### src/rtl/riscv_seq_ctrl_if.sv
// riscv_seq_ctrl_if: stage go/done handshakes and PC advance bundle
// between the sequencer (master) and the datapath blocks (slave).
interface riscv_seq_ctrl_if;
  logic fetch_go;
  logic fetch_done;
  logic dec_go;
  logic dec_done;
  logic rf_go;
  logic rf_done;
  logic alu_go;
  logic alu_done;
  logic wb_go;
  logic wb_done;
  logic branch_taken;
  logic pc_go;
  logic pc_sel_branch;

  modport master (
    output fetch_go, dec_go, rf_go,
    output alu_go, wb_go,
    output pc_go, pc_sel_branch,
    input  fetch_done, dec_done, rf_done,
    input  alu_done, wb_done, branch_taken
  );

  modport slave (
    input  fetch_go, dec_go, rf_go,
    input  alu_go, wb_go,
    input  pc_go, pc_sel_branch,
    output fetch_done, dec_done, rf_done,
    output alu_done, wb_done, branch_taken
  );
endinterface

### src/rtl/riscv_seq_ctrl.sv
// riscv_seq_ctrl: multi-cycle fetch/dec/rf/alu/wb sequencer.
// Stage watchdog and ERR state built only with RISCV_SEQ_TIMEOUT_EN.
module riscv_seq_ctrl #(
  parameter int TO_CYCLES = 16,
  parameter int CNT_WIDTH = 32
) (
  input  logic                 clk,
  input  logic                 rst_n,
  input  logic                 run,
  input  logic                 step,
  input  logic                 halt,
  input  logic                 clr_err,
  riscv_seq_ctrl_if.master     dp,
  output logic                 busy,
  output logic [2:0]           state,
  output logic [CNT_WIDTH-1:0] retired,
  output logic                 timeout_err
);

  typedef enum logic [2:0] {
    IDLE  = 3'd0,
    FETCH = 3'd1,
    DEC   = 3'd2,
    RF    = 3'd3,
    EXE   = 3'd4,
    WB    = 3'd5,
    RET   = 3'd6,
    ERR   = 3'd7
  } state_e;

  state_e               state_q, state_d;
  logic [4:0]           go_q;
  logic                 entry_q;
  logic                 step_q;
  logic                 step_pulse_q;
  logic                 halt_pend_q;
  logic                 br_q;
  logic                 pc_go_q;
  logic                 pc_br_q;
  logic                 busy_q;
  logic [CNT_WIDTH-1:0] retired_q;

  logic in_stage;
  logic enter_stage;
  logic cur_done;
  logic wd_hit;
  logic clr_ok;

  assign in_stage = state_q inside
    {FETCH, DEC, RF, EXE, WB};
  assign enter_stage = (state_d != state_q) &&
    (state_d inside {FETCH, DEC, RF, EXE, WB});

  // done of the stage currently owning the sequencer
  always_comb begin
    cur_done = 1'b0;
    unique case (state_q)
      FETCH:   cur_done = dp.fetch_done;
      DEC:     cur_done = dp.dec_done;
      RF:      cur_done = dp.rf_done;
      EXE:     cur_done = dp.alu_done;
      WB:      cur_done = dp.wb_done;
      default: cur_done = 1'b0;
    endcase
  end

`ifdef RISCV_SEQ_TIMEOUT_EN
  logic [7:0] wd_q;
  logic       err_q;

  assign wd_hit = (wd_q == 8'(TO_CYCLES - 1));
  assign clr_ok = clr_err;
  assign timeout_err = err_q;

  // watchdog restarts on stage entry, counts done-less cycles
  always_ff @(posedge clk or negedge rst_n) begin
    if (!rst_n) begin
      wd_q  <= '0;
      err_q <= 1'b0;
    end else begin
      if (enter_stage)
        wd_q <= '0;
      else if (in_stage && !entry_q && !cur_done)
        wd_q <= wd_q + 8'd1;
      err_q <= (state_d == ERR);
    end
  end
`else
  logic unused_clr;

  assign unused_clr = clr_err | (TO_CYCLES < 0);
  assign wd_hit = 1'b0;
  assign clr_ok = 1'b1;
  assign timeout_err = 1'b0;
`endif

  // next-state selection; done is ignored in the entry cycle
  always_comb begin
    state_d = state_q;
    unique case (state_q)
      IDLE:
        if (run || step_pulse_q)
          state_d = FETCH;
      FETCH, DEC, RF, EXE, WB:
        if (!entry_q) begin
          if (cur_done)
            state_d = state_e'(state_q + 3'd1);
          else if (wd_hit)
            state_d = ERR;
        end
      RET:
        if (run && !halt_pend_q && !halt)
          state_d = FETCH;
        else
          state_d = IDLE;
      ERR:
        if (clr_ok)
          state_d = IDLE;
      default:
        state_d = IDLE;
    endcase
  end

  // state register plus registered go/pc/busy/counter outputs
  always_ff @(posedge clk or negedge rst_n) begin
    if (!rst_n) begin
      state_q      <= IDLE;
      go_q         <= '0;
      entry_q      <= 1'b0;
      step_q       <= 1'b0;
      step_pulse_q <= 1'b0;
      halt_pend_q  <= 1'b0;
      br_q         <= 1'b0;
      pc_go_q      <= 1'b0;
      pc_br_q      <= 1'b0;
      busy_q       <= 1'b0;
      retired_q    <= '0;
    end else begin
      state_q      <= state_d;
      step_q       <= step;
      step_pulse_q <= ~step & step_q;
      entry_q      <= enter_stage;
      go_q         <= enter_stage ?
        (5'd1 << (state_d - 3'd1)) : 5'd0;
      busy_q       <= (state_d != IDLE);
      pc_go_q      <= (state_d == RET);
      pc_br_q      <= (state_d == RET) & br_q;
      if (state_q == EXE && !entry_q && dp.alu_done)
        br_q <= dp.branch_taken;
      if (state_q == RET ||
          (state_q == ERR && state_d == IDLE))
        halt_pend_q <= 1'b0;
      else if (halt && state_q != IDLE)
        halt_pend_q <= 1'b1;
      if (state_q == RET)
        retired_q <= retired_q + 1'b1;
    end
  end

  assign dp.fetch_go      = go_q[0];
  assign dp.dec_go        = go_q[1];
  assign dp.rf_go         = go_q[2];
  assign dp.alu_go        = go_q[3];
  assign dp.wb_go         = go_q[4];
  assign dp.pc_go         = pc_go_q;
  assign dp.pc_sel_branch = pc_br_q;
  assign busy             = busy_q;
  assign state            = state_q;
  assign retired          = retired_q;

endmodule

### src/flat_wrapper.sv
// flat-port wrapper written by rule: the top's interface ports become plain ports
module riscv_seq_ctrl_flat 
#(
  parameter int TO_CYCLES = 16,
  parameter int CNT_WIDTH = 32
)
  (clk, rst_n, run, step, halt, clr_err, busy, state, retired, timeout_err, dp_fetch_go, dp_dec_go, dp_rf_go, dp_alu_go, dp_wb_go, dp_pc_go, dp_pc_sel_branch, dp_fetch_done, dp_dec_done, dp_rf_done, dp_alu_done, dp_wb_done, dp_branch_taken);
  riscv_seq_ctrl_if dp_i ();
  input  logic clk;
  input  logic rst_n;
  input  logic run;
  input  logic step;
  input  logic halt;
  input  logic clr_err;
  output logic busy;
  output logic [2:0] state;
  output logic [CNT_WIDTH-1:0] retired;
  output logic timeout_err;
  output wire logic [$bits(dp_i.fetch_go)-1:0] dp_fetch_go;
  output wire logic [$bits(dp_i.dec_go)-1:0] dp_dec_go;
  output wire logic [$bits(dp_i.rf_go)-1:0] dp_rf_go;
  output wire logic [$bits(dp_i.alu_go)-1:0] dp_alu_go;
  output wire logic [$bits(dp_i.wb_go)-1:0] dp_wb_go;
  output wire logic [$bits(dp_i.pc_go)-1:0] dp_pc_go;
  output wire logic [$bits(dp_i.pc_sel_branch)-1:0] dp_pc_sel_branch;
  input wire logic [$bits(dp_i.fetch_done)-1:0] dp_fetch_done;
  input wire logic [$bits(dp_i.dec_done)-1:0] dp_dec_done;
  input wire logic [$bits(dp_i.rf_done)-1:0] dp_rf_done;
  input wire logic [$bits(dp_i.alu_done)-1:0] dp_alu_done;
  input wire logic [$bits(dp_i.wb_done)-1:0] dp_wb_done;
  input wire logic [$bits(dp_i.branch_taken)-1:0] dp_branch_taken;
  assign dp_fetch_go = dp_i.fetch_go;
  assign dp_dec_go = dp_i.dec_go;
  assign dp_rf_go = dp_i.rf_go;
  assign dp_alu_go = dp_i.alu_go;
  assign dp_wb_go = dp_i.wb_go;
  assign dp_pc_go = dp_i.pc_go;
  assign dp_pc_sel_branch = dp_i.pc_sel_branch;
  assign dp_i.fetch_done = dp_fetch_done;
  assign dp_i.dec_done = dp_dec_done;
  assign dp_i.rf_done = dp_rf_done;
  assign dp_i.alu_done = dp_alu_done;
  assign dp_i.wb_done = dp_wb_done;
  assign dp_i.branch_taken = dp_branch_taken;
  riscv_seq_ctrl #(.TO_CYCLES(TO_CYCLES), .CNT_WIDTH(CNT_WIDTH)) u_core (.clk(clk), .rst_n(rst_n), .run(run), .step(step), .halt(halt), .clr_err(clr_err), .dp(dp_i), .busy(busy), .state(state), .retired(retired), .timeout_err(timeout_err));
endmodule
### config.mk
export PLATFORM = sky130hd
export DESIGN_NAME = riscv_seq_ctrl_flat
export DESIGN_NICKNAME = d
export VERILOG_FILES = /design/src/rtl/riscv_seq_ctrl_if.sv /design/src/rtl/riscv_seq_ctrl.sv /design/src/flat_wrapper.sv
export SDC_FILE = /design/constraint.sdc
export NUM_CORES = 1
export LEC_CHECK = 0
export BUFFER_PORTS_ARGS = -buffer_cell sky130_fd_sc_hd__buf_2
export CAP_MARGIN = 20
export CORE_ASPECT_RATIO = 1.2
export CORE_MARGIN = 5
export CORE_UTILIZATION = 53
export CTS_BUF_LIST = sky130_fd_sc_hd__clkbuf_4 sky130_fd_sc_hd__clkbuf_8 sky130_fd_sc_hd__clkbuf_16
export CTS_CLUSTER_DIAMETER = 60
export DETAILED_ROUTE_END_ITERATION = 8
export PLACE_DENSITY = 0.79
export REMOVE_ABC_BUFFERS = 1
export SLEW_MARGIN = 15
export SYNTH_ARGS = -nofsm -noshare
export SYNTH_HDL_FRONTEND = slang
export SYNTH_SLANG_ARGS = --single-unit
### constraint.sdc
create_clock -name clk -period 2.6 [get_ports clk]
set_input_delay 0.52 -clock clk [delete_from_list [all_inputs] [get_ports clk]]
set_output_delay 0.52 -clock clk [all_outputs]
set_load 0.02 [all_outputs]
==> key figures <==
Die
  – Std-Cell Rows: 26
  – Die Width: 70.43 um
  – Core Box Area: 4262 sq um
  – Die area: 5811 sq um
  – Chip height: 82.51 um
  – Ports: 56
  – Initial Util: 54.49%

Synthesis
  – Avg Cell Area, Syn: 10.80 sq um
  – Cells after Synth: ~220
  – Async set-reset flop share out of synthesis: 100.0%
  – Yosys Warn Count: 0
  – Synthesized area: 2322 sq um
  – Number of flops mapped to enable cells by yosys: 0
  – Count of cell types in the netlist: 48
  – Number of synthesized register bits: 48
  – Ys flop type: dfrtp_1
  – Sequential area share after synthesis: ~52%

Clock tree
  – H-tree Lvls: 2
  – Clk_lat worst skew: 300 ps
  – Post-CTS Hold Buffers: 0
  – Clk buf depth: 2
  – Total CTS buffers: 5
  – Clock Pin Slew Worst Setup and Hold Paths: 90 ps
  – CTS sink count: 48
  – CTS tree: done
  – CTS Root Cell: clkbuf_8

Routing
  – Via/cell ratio: 5.362
  – Antenna viol nets, final: 0
  – # DRC: 0
  – Via count: between 1,500 and 2,000
  – Drt first pass iters: 4
  – Drt first-iter violations: 119
  – Routed wire length: 5024 um
  – Routed wire per std cell: 14.56 um

Layout
  – Antenna cells: 0
  – Layout cells sized above 1: 33.56%
  – Most common cell after layout, fill and taps aside: buf_2
  – # nets final: 307
  – Most frequent cells in the layout: buf_2 (53), dfrtp_1 (46), xnor2_1 (20)
  – Final Core Density: between 60% and 70%
  – Layout overhead on the synthesized area: 25.97%

STA
  – Max Freq: 407.3 MHz
  – Final setup margin: ~140 ps
  – Worst-Margin Slew: 560.6 ps
  – Relative slew slack: ~63%
  – Tmin final: 2455 ps
  – Period utilization: 94.43%
  – Setup-failing EPs final: 0
  – Slew Viols, Final: 0
  – Worst Clk Skew: about 6.6 ps
  – Hold Vio Cnt, Final: 0

Power
  – LEAKAGE: between 0.001 and 0.0015 uW
  – P per Cell Area: 706.9 nW/um^2
  – Peak supply drop: 0.0005995 V

Placed design
  – HPWL after DPL: 3661 um
  – Routability cong.: about 0.87
  – Pre-CTS setup slack: 55.30 ps
  – Buffers added on ports: 53

Global routing
  – Vias in the first global route: 1,853
  – Total grt overflow: 0
  – Gr usage total: a little under a fifth
  – Antenna violations before repair: 0
  – Largest net degree at the start of global routing: 26
  – First-pass GRT wire length: 8328 um

Setup path
  – Largest fanout on the critical path: 8
  – Arr. time, crit path: around 2600 ps
  – Setup CP Type: reg -> reg
  – Worst EP required: 2780 ps
  – Startpoint Class: register
  – CP endpoint kind: register

Worst hold path
  – Hold WC Path Type: in -> async

Status
  – Run status: finished clean

Run
  – Max-Cap Viols: 0
-- metal layers --
| layer | vias to the layer above | track usage, % | part of all wire (%) |
|---|---|---|---|
| li1 | 890 | - | - |
| met1 | 890 | 21.75 | 41 |
| met2 | 59 | 31.37 | 51 |
| met4 | 0 | 6.130 | 1.5 |
| met5 | - | 0 | 0 |
| met3 | 11 | 5.206 | 6.6 |
-- registers in the layout, summed over array words and instances, names as in the netlist --
signal                   count
u_core.br_q                  1
u_core.busy                  1
u_core.dp.pc_go              1
u_core.dp.pc_sel_branch      1
u_core.entry_q               1
u_core.go_q                  5
u_core.halt_pend_q           1
u_core.retired              32
u_core.state                 3
u_core.step_pulse_q          1
u_core.step_q                1
-- repair_timing --
item                                    in CTS  in global routing
hold endpoints to repair                     0                  0
gates resized for setup                      0                 10
setup buffers                                0                  4
endpoints found under the setup margin       0                 10
-- Yosys cell counts, types with 3 or more instances --
library cell / number / area, sq um
o21ai_0: 6 / 30.03
nand3_1: 12 / 60.06
xor2_1: 11 / 96.34
nor2_1: 16 / 60.06
ha_1: 7 / 87.58
a21oi_1: 3 / 15.01
dfrtp_1: 48 / 1201
nand2_1: 16 / 60.06
nor2b_1: 3 / 18.77
xnor2_1: 20 / 175.2
nor3_1: 8 / 40.04
nand2b_1: 6 / 37.54
inv_1: 9 / 33.78
nand4_1: 9 / 56.30
-- logic make-up after synthesis --
kind of cell | share of synthesized area (%)
fa+ha+maj | 3.771
buf+inv | 2.155
simple gates | 22.15
other cells | 0.1615
mux | 1.401
xor+xnor | 11.69
compound gates | 6.951
flops | 51.72
-- final timing paths --
| kind | start | endpoint | slack, ps | cells after the start |
|---|---|---|---|---|
| min in group clk | step | u_core.step_q | 340 | 1 |
| worst max-delay path | u_core.state[0] | u_core.halt_pend_q | 140 | 9 |
| worst max register to register | u_core.state[0] | u_core.halt_pend_q | 140 | 9 |
| max in group asynchronous | rst_n | u_core.state[1] | 1770 | 2 |
| worst min register to register | u_core.step_q | u_core.step_pulse_q | 490 | 1 |
| worst min-delay path | rst_n | u_core.retired[26] | 200 | 1 |
-- critical path, cell delays in order (launching register included) --
cell and delay, ps:
dfrtp_2 460, inv_1 160, ha_1 310, o21ai_2 100, and4b_2 300, o32ai_1 390, a211oi_2 80, buf_4 170
nor3_2 250, a21oi_1 100
-- power by group --
| part | internal [uW] | switching, uW | leakage (uW) |
|---|---|---|---|
| sequential | 790 | 39.1 | 0.000653 |
| clock | 339 | 236 | 0.0000645 |
| combinational | 285 | 378 | 0.000755 |
-- area by class of cell --
type                            instances  area (sq um)
Tap cell                               56         70.07
Fill cell                             331          1336
Sequential cell                        48          1204
Clock inverter                          1         30.03
Clock buffer                            7         96.34
Timing Repair Buffer                   69         385.4
Inverter                                9         33.78
Multi-Input combinational cell        155          1106
-- through the flow --
step	TNS (ps)	cell area (sq um)	hold slack [ps]	cells	total power, uW
2_1_floorplan	0	2306	224.4	212	1207
3_3_place_gp	0	2731	454.3	333	1406
3_5_place_dp	0	2731	473.1	333	1411
4_1_cts	0	2858	207.5	341	1999
5_1_grt	-77.85	2925	237.1	345	2192
6_report	0	2925	201.8	345	2068
Power figures use the tool's default switching activity.
